<file path="src/rtl/mesh_cfg_ctrl.sv">
// mesh_cfg_ctrl: register-mapped run controller for an 8-PE mesh.
// Holds the per-run configuration and sequences each run as flush, run and done.
// The run ends when every enabled PE has reported, or when the cycle limit expires.
module mesh_cfg_ctrl #(
  parameter int FLUSH_CYCLES = 2
) (
  input  logic         clk,
  input  logic         rst,
  input  logic         cfg_wr_en,
  input  logic [3:0]   cfg_addr,
  input  logic [31:0]  cfg_wdata,
  output logic         cfg_wr_err,
  output logic [7:0]   pe_enable,
  output logic [7:0]   pe_dbg_mode_wire,
  output logic [23:0]  pe_send_num_wire,
  output logic [23:0]  pe_receive_num_wire,
  output logic [31:0]  pe_rate_wire,
  output logic [191:0] pe_dst_seq_wire,
  output logic [31:0]  pe_mode_wire,
  output logic [7:0]   pe_flush_wire,
  input  logic [7:0]   pe_task_send_finish_flag,
  input  logic [7:0]   pe_task_receive_finish_flag,
  output logic         busy,
  output logic         done,
  output logic         timeout,
  output logic [31:0]  run_cycles
);

  typedef enum logic [1:0] {IDLE, FLUSH, RUN, DONE} state_t;

  localparam logic [3:0] FLUSH_LAST = 4'(FLUSH_CYCLES - 1);

  state_t        state_q, state_d;
  logic [3:0]    flush_cnt_q, flush_cnt_d;
  logic [31:0]   run_cycles_q, run_cycles_d;
  logic          done_q, done_d;
  logic          timeout_q, timeout_d;
  logic          err_q, err_d;

  logic [7:0]    mask_q;
  logic [7:0]    dbg_q;
  logic [23:0]   send_num_q;
  logic [23:0]   recv_num_q;
  logic [31:0]   rate_q;
  logic [31:0]   mode_q;
  logic [191:0]  dst_seq_q;
  logic [31:0]   limit_q;

  logic          cfg_write;
  logic          cmd_start;
  logic          cmd_abort;
  logic          idle_like;
  logic          complete;
  logic          timeout_hit;

  assign cfg_write   = cfg_wr_en && (cfg_addr <= 4'd12);
  assign cmd_start   = cfg_wr_en && (cfg_addr == 4'd13) && cfg_wdata[0];
  assign cmd_abort   = cfg_wr_en && (cfg_addr == 4'd13) && cfg_wdata[1];
  assign idle_like   = (state_q == IDLE) || (state_q == DONE);
  assign complete    = ((pe_task_send_finish_flag & pe_task_receive_finish_flag & mask_q) == mask_q);
  assign timeout_hit = (limit_q != 32'd0) && (run_cycles_q == limit_q - 32'd1);

  // Configuration registers; writes only land while no run is in progress.
  always_ff @(posedge clk or posedge rst) begin
    if (rst) begin
      mask_q     <= '0;
      dbg_q      <= '0;
      send_num_q <= '0;
      recv_num_q <= '0;
      rate_q     <= '0;
      mode_q     <= '0;
      dst_seq_q  <= '0;
      limit_q    <= '0;
    end else if (cfg_write && idle_like) begin
      case (cfg_addr)
        4'd0:    mask_q                <= cfg_wdata[7:0];
        4'd1:    dbg_q                 <= cfg_wdata[7:0];
        4'd2:    send_num_q            <= cfg_wdata[23:0];
        4'd3:    recv_num_q            <= cfg_wdata[23:0];
        4'd4:    rate_q                <= cfg_wdata;
        4'd5:    mode_q                <= cfg_wdata;
        4'd6:    dst_seq_q[31:0]       <= cfg_wdata;
        4'd7:    dst_seq_q[63:32]      <= cfg_wdata;
        4'd8:    dst_seq_q[95:64]      <= cfg_wdata;
        4'd9:    dst_seq_q[127:96]     <= cfg_wdata;
        4'd10:   dst_seq_q[159:128]    <= cfg_wdata;
        4'd11:   dst_seq_q[191:160]    <= cfg_wdata;
        4'd12:   limit_q               <= cfg_wdata;
        default: ;
      endcase
    end
  end

  // State register and run status; reset clears everything immediately.
  always_ff @(posedge clk or posedge rst) begin
    if (rst) begin
      state_q      <= IDLE;
      flush_cnt_q  <= '0;
      run_cycles_q <= '0;
      done_q       <= 1'b0;
      timeout_q    <= 1'b0;
      err_q        <= 1'b0;
    end else begin
      state_q      <= state_d;
      flush_cnt_q  <= flush_cnt_d;
      run_cycles_q <= run_cycles_d;
      done_q       <= done_d;
      timeout_q    <= timeout_d;
      err_q        <= err_d;
    end
  end

  // Next-state logic; abort overrides everything, completion beats timeout.
  always_comb begin
    state_d      = state_q;
    flush_cnt_d  = flush_cnt_q;
    run_cycles_d = run_cycles_q;
    done_d       = done_q;
    timeout_d    = timeout_q;
    err_d        = (cfg_write && !idle_like) ||
                   (cmd_start && !cmd_abort && (!idle_like || (mask_q == 8'd0)));

    if (cmd_abort) begin
      state_d      = IDLE;
      flush_cnt_d  = '0;
      run_cycles_d = '0;
      done_d       = 1'b0;
      timeout_d    = 1'b0;
    end else begin
      case (state_q)
        IDLE, DONE: begin
          if (cmd_start && (mask_q != 8'd0)) begin
            state_d      = FLUSH;
            flush_cnt_d  = '0;
            run_cycles_d = '0;
            done_d       = 1'b0;
            timeout_d    = 1'b0;
          end
        end
        FLUSH: begin
          if (flush_cnt_q == FLUSH_LAST) begin
            state_d     = RUN;
            flush_cnt_d = '0;
          end else begin
            flush_cnt_d = flush_cnt_q + 4'd1;
          end
        end
        RUN: begin
          if (run_cycles_q != 32'hFFFF_FFFF) begin
            run_cycles_d = run_cycles_q + 32'd1;
          end
          if (complete) begin
            state_d   = DONE;
            done_d    = 1'b1;
            timeout_d = 1'b0;
          end else if (timeout_hit) begin
            state_d   = DONE;
            done_d    = 1'b1;
            timeout_d = 1'b1;
          end
        end
        default: state_d = IDLE;
      endcase
    end
  end

  assign cfg_wr_err          = err_q;
  assign busy                = (state_q == FLUSH) || (state_q == RUN);
  assign done                = done_q;
  assign timeout             = timeout_q;
  assign run_cycles          = run_cycles_q;
  assign pe_enable           = (state_q == RUN) ? mask_q : 8'd0;
  assign pe_flush_wire       = (state_q == FLUSH) ? 8'hFF : 8'd0;
  assign pe_dbg_mode_wire    = dbg_q;
  assign pe_send_num_wire    = send_num_q;
  assign pe_receive_num_wire = recv_num_q;
  assign pe_rate_wire        = rate_q;
  assign pe_mode_wire        = mode_q;
  assign pe_dst_seq_wire     = dst_seq_q;

endmodule

</file>
<file path="config.mk">
export PLATFORM = sky130hd
export DESIGN_NAME = mesh_cfg_ctrl
export DESIGN_NICKNAME = d
export VERILOG_FILES = /design/src/rtl/mesh_cfg_ctrl.sv
export SDC_FILE = /design/constraint.sdc
export NUM_CORES = 1
export LEC_CHECK = 0
export ABC_AREA = 1
export CAP_MARGIN = 0
export CELL_PAD_IN_SITES_DETAIL_PLACEMENT = 0
export CELL_PAD_IN_SITES_GLOBAL_PLACEMENT = 1
export CORE_AREA = 5 5 215 217
export DETAILED_ROUTE_END_ITERATION = 6
export DIE_AREA = 0 0 220 222
export PLACE_DENSITY_LB_ADDON = 0.1
export RECOVER_POWER = 50
export SYNTH_ARGS = -nofsm -noshare
export SYNTH_HDL_FRONTEND = slang
export SYNTH_SLANG_ARGS = --single-unit
</file>
<file path="constraint.sdc">
create_clock -name clk -period 27.9 [get_ports clk]
set_clock_uncertainty 0.15 [all_clocks]
set_input_delay 2.79 -clock clk [delete_from_list [all_inputs] [get_ports clk]]
set_output_delay 2.79 -clock clk [all_outputs]
set_load 0.01 [all_outputs]
</file>
==> impl.org <==
** Run status
- The flow ran to the end, but the final reports show violations.
- The checks that failed: capacitance limit, slew limit.

** Clocking
- Clock transition at path regs :: 0.06 ns
- Max Buffers Root-to-Sink :: 3
- CTS tree :: yes
- Clock latency on the worst-skew pair, taken at its later pin, is approximately 0.56 ns.
- In this run, CTS created clock tree buffers numbering 44.
- Level count of the clock H-tree :: 2
- After clock tree synthesis, the flow added hold-fix buffers numbering 0.
- The tree built by TritonCTS fans out to about 400 sinks.
- Once the clock tree was built, the setup fixing pass inserted 0 buffers.
- Number of gates resized after cts :: 0
- In this run the clock root is driven by a sky130_fd_sc_hd__clkbuf_16.

** Synthesis
- In the synthesized netlist the dominant register cell turns out to be sky130_fd_sc_hd__dfrtp_1.
- Share of Yosys cell area claimed by the top area cell type :: 0.581
- Most frequent cell after synthesis :: sky130_fd_sc_hd__nand2_1
- Register bit count reported by yosys :: 393
- Leading cell types by total area after synthesis :: sky130_fd_sc_hd__dfrtp_1 58%, sky130_fd_sc_hd__nand2_1 12%, sky130_fd_sc_hd__o21ai_0 9.0%
- The synthesized design spends more area on one cell type than any other, namely sky130_fd_sc_hd__dfrtp_1.
- The synthesized design contains 0 enable-type register cells.
- Yosys printed 0 warnings.
- The mapped netlist covers 0.0169 sq mm.
- The number of nets in the synthesized netlist is about 2000.
- Share of synthesized area occupied by flip-flops and latches :: 0.581
- Average instance area after synthesis :: about 8.6 sq um
- Ys async rst share :: 1.00
- Unique cell type count in the Yosys netlist :: 39
- Commonest cells in the netlist :: 521 x sky130_fd_sc_hd__nand2_1, 393 x sky130_fd_sc_hd__dfrtp_1, 306 x sky130_fd_sc_hd__o21ai_0
- The cell count after synthesis came out at a little under 2000.

** Power and ir drop
- Of the total power, the clock network draws 0.236.
- In this run the static leakage power is between 0.01 and 0.015 uW.
- Summed over all nets, the switching power comes to ~900 uW.
- Pwr/cell area :: ~110 mW/mm^2
- Internal power :: between 1500 and 2000 uW
- VDD sags by at most 0.0000635 V.
- Fraction of power consumed by sequential logic :: 0.379
- Switching fraction of total power :: 0.364
- The share of total power dissipated in combinational logic is 0.386.
- Overall power after layout :: between 2000 and 3000 uW

** Timing
- In the finished design, the share of the clock period the worst path needs comes to 0.273.
- Setup repair after global routing left no endpoint under its margin.
- Period minus WS final :: roughly 7.6 ns
- Timing would allow up to ~0.13 GHz.
- Hold Vio Cnt, Final :: 0
- Max-slew violation count :: approximately 380
- Worst Max-Slew Pin Slew :: 5.36 ns
- TNS Setup :: 0 ns
- Headroom to the max-slew limit came out at -2.59.
- Final setup violating endpoints :: 0

** Routing
- The first detailed-routing pass took 5 iterations.
- Using the TritonRoute via totals, the vias-per-cell ratio works out to slightly below 5.
- In the final routed layout, each cell accounts on average for just over 20 um.
- The detail route stage leaves a number of antenna-violating nets equal to 0.
- Detailed-route DRC error count :: 0
- Final routed wirelength across all metal layers :: 61700 um
- Violation count after the first detailed-route iteration :: approximately 1100
- Overall via count from detail_route :: 14800

** Final layout
- Of the cells placed in the final design, the portion with a size suffix greater than 1 is 0.0500.
- Fill cells in the final layout number between 4000 and 5000.
- The net count of the finished layout is ~2400.
- Compared with the post-synthesis result, the final layout area differs by 36.3%.

** Floorplanning
- Row cnt :: between 70 and 80
- Full die area :: approximately 0.049 sq mm
- Initial core utilization :: 0.385
- Horizontal die dimension :: between 200 and 250 um
- Measured along the y axis, the die boundary spans 222 um.
- In this run the count of I/O pins placed on the die edge is approximately 420.
- In this run the standard cell core region covers around 0.044 sq mm.

** Worst setup path
- Data on the critical path is required at its endpoint by ~28 ns.
- CP cell instances :: dlygate4sd3_1 -> clkinvlp_2 -> buf_4 -> buf_4
- In this run the worst path has a maximum fanout of 120.
- The endpoint identified for the worst register-to-register timing path is pe_dst_seq_wire[78].
- R2R depth :: 6
- Worst R2R Setup Slack :: 23.55 ns
- Type of the setup path with the least slack :: in -> async
- The critical path starts at rst.
- Crit path capture type :: asynchronous set/reset pin
- The startpoint identified for the worst register-to-register timing path is state_q[0].
- STA puts the critical path data arrival time at a little over 8 ns.
- The worst setup path is launched from a primary input.
- Among the stages of the critical path, the cell type that occurs most often is sky130_fd_sc_hd__buf_4.
- For this run, the slowest stage of the critical path takes 2.97 ns.
- CP max stage cell :: sky130_fd_sc_hd__clkinvlp_2

** Global routing
- Across every metal layer, demand over resource in global routing totals 0.249.
- The number of antenna violations at the first check in global routing was 2.
- The first global-routing pass estimated 93400 um of wire.
- Entering global routing, the biggest net connects 168 pins.
- Global routing finished with a remaining overflow of 0.
- Number of global-route vias before repair :: ~15000

** Hold path
- End of the worst hold path :: pe_dst_seq_wire[115]
- Min-Delay Path Depth :: 2
- Hold WC Path Type :: reg -> reg
- In this run the most critical hold path is launched from pe_dst_seq_wire[115].

** Placed design
- At the end of routability-driven placement, the weighted congestion stood at between 0.8 and 0.9.
- Detailed placement finished with a half-perimeter wire length of 44400 um.
- Port bufs :: between 400 and 500

** Job
- Number of max-cap violations :: 5
## how the worst max path moves through the flow
| stage | endpoint | slack, ns | depth (start not counted) |
|---|---|---|---|
| floorplan | cfg_wr_err | 14.03 | 1 |
| global placement | run_cycles[3] | 22.17 | 12 |
| detailed placement | run_cycles[5] | 22.04 | 13 |
| CTS | run_cycles[5] | 22.63 | 13 |
| global route | run_cycles[8] | 19.26 | 4 |
| finish | limit_q[0] | 20.29 | 4 |
## power groups by stage
stage	clock network (uW)	logic, uW	registers, uW
after floorplan	0	369	1040
after global placement	0	1060	967
after detailed placement	0	1060	972
after CTS	608	1070	970
after global routing	633	1080	992
final	597	978	960
## routing by layer
layer  vias up  GRT usage  part of all wire
met5         -          0                 0
met4         0     0.0642             0.025
met3        71     0.0807             0.077
met2       408      0.400              0.48
met1      7228      0.327              0.42
li1       7081          -                 -
## through the flow
step	worst slack [ns]	instances	cell area (sq um)	util	hold WS, ns
finish	20.29	2975	23100	0.525	0.327
global route	19.26	2974	23100	0.525	0.350
CTS	22.63	2972	23100	0.526	0.337
detailed placement	22.04	2894	21600	0.492	0.322
global placement	22.17	2894	21600	0.492	0.316
floorplan	14.03	1962	16900	-	0.306
## cells in the final DEF, fill, tap and decap left out, types with 6 or more instances in the layout
cell type	count
sky130_fd_sc_hd__a21oi_1	86
sky130_fd_sc_hd__buf_4	8
sky130_fd_sc_hd__clkbuf_1	16
sky130_fd_sc_hd__clkbuf_16	46
sky130_fd_sc_hd__clkbuf_8	8
sky130_fd_sc_hd__clkdlybuf4s50_1	91
sky130_fd_sc_hd__dfrtp_1	393
sky130_fd_sc_hd__dlygate4sd3_1	327
sky130_fd_sc_hd__ha_1	7
sky130_fd_sc_hd__inv_1	162
sky130_fd_sc_hd__inv_2	10
sky130_fd_sc_hd__nand2_1	515
sky130_fd_sc_hd__nand2_2	10
sky130_fd_sc_hd__nand3_1	54
sky130_fd_sc_hd__nand3b_1	8
sky130_fd_sc_hd__nand4_1	28
sky130_fd_sc_hd__nor2_1	175
sky130_fd_sc_hd__nor2_4	6
sky130_fd_sc_hd__nor3_1	19
sky130_fd_sc_hd__nor4_1	10
sky130_fd_sc_hd__o21ai_0	306
sky130_fd_sc_hd__o21ai_1	16
sky130_fd_sc_hd__xnor2_1	9
sky130_fd_sc_hd__xor2_1	29
## state kept, by name (all words and copies together), names as in the netlist, 2 cells and up
| signal | count |
|---|---|
| pe_rate_wire | 32 |
| flush_cnt_q | 4 |
| limit_q | 32 |
| run_cycles | 32 |
| pe_receive_num_wire | 24 |
| pe_dst_seq_wire | 192 |
| pe_mode_wire | 32 |
| pe_dbg_mode_wire | 8 |
| state_q | 2 |
| pe_send_num_wire | 24 |
| mask_q | 8 |
## worst max-delay path, delay by kind of cell
family                 cells  cell delay (ns)
buffers and inverters      4             5.20
## cell families after synthesis
kind of cell             count (synthesis)  synth area share
buffers and inverters                  264            0.0616
adder cells (fa/ha/maj)                  7           0.00517
AND/OR/NAND/NOR                        845             0.209
flip-flops                             393             0.581
XOR/XNOR                                38            0.0197
AO/OA/AOI/OAI                          415             0.124
## area by class of cell
cell class,instances,area (sq um),area share
antenna,3,7.51,0.000325
clock buffer,66,1310,0.0566
clock inverter,12,176,0.00765
inverter,173,651,0.0282
multi-input combinational,1305,6080,0.263
sequential,393,9830,0.426
tap,592,741,0.0321
timing repair buffer,431,4280,0.185
No activity file was read; power rests on OpenSTA's default activity.
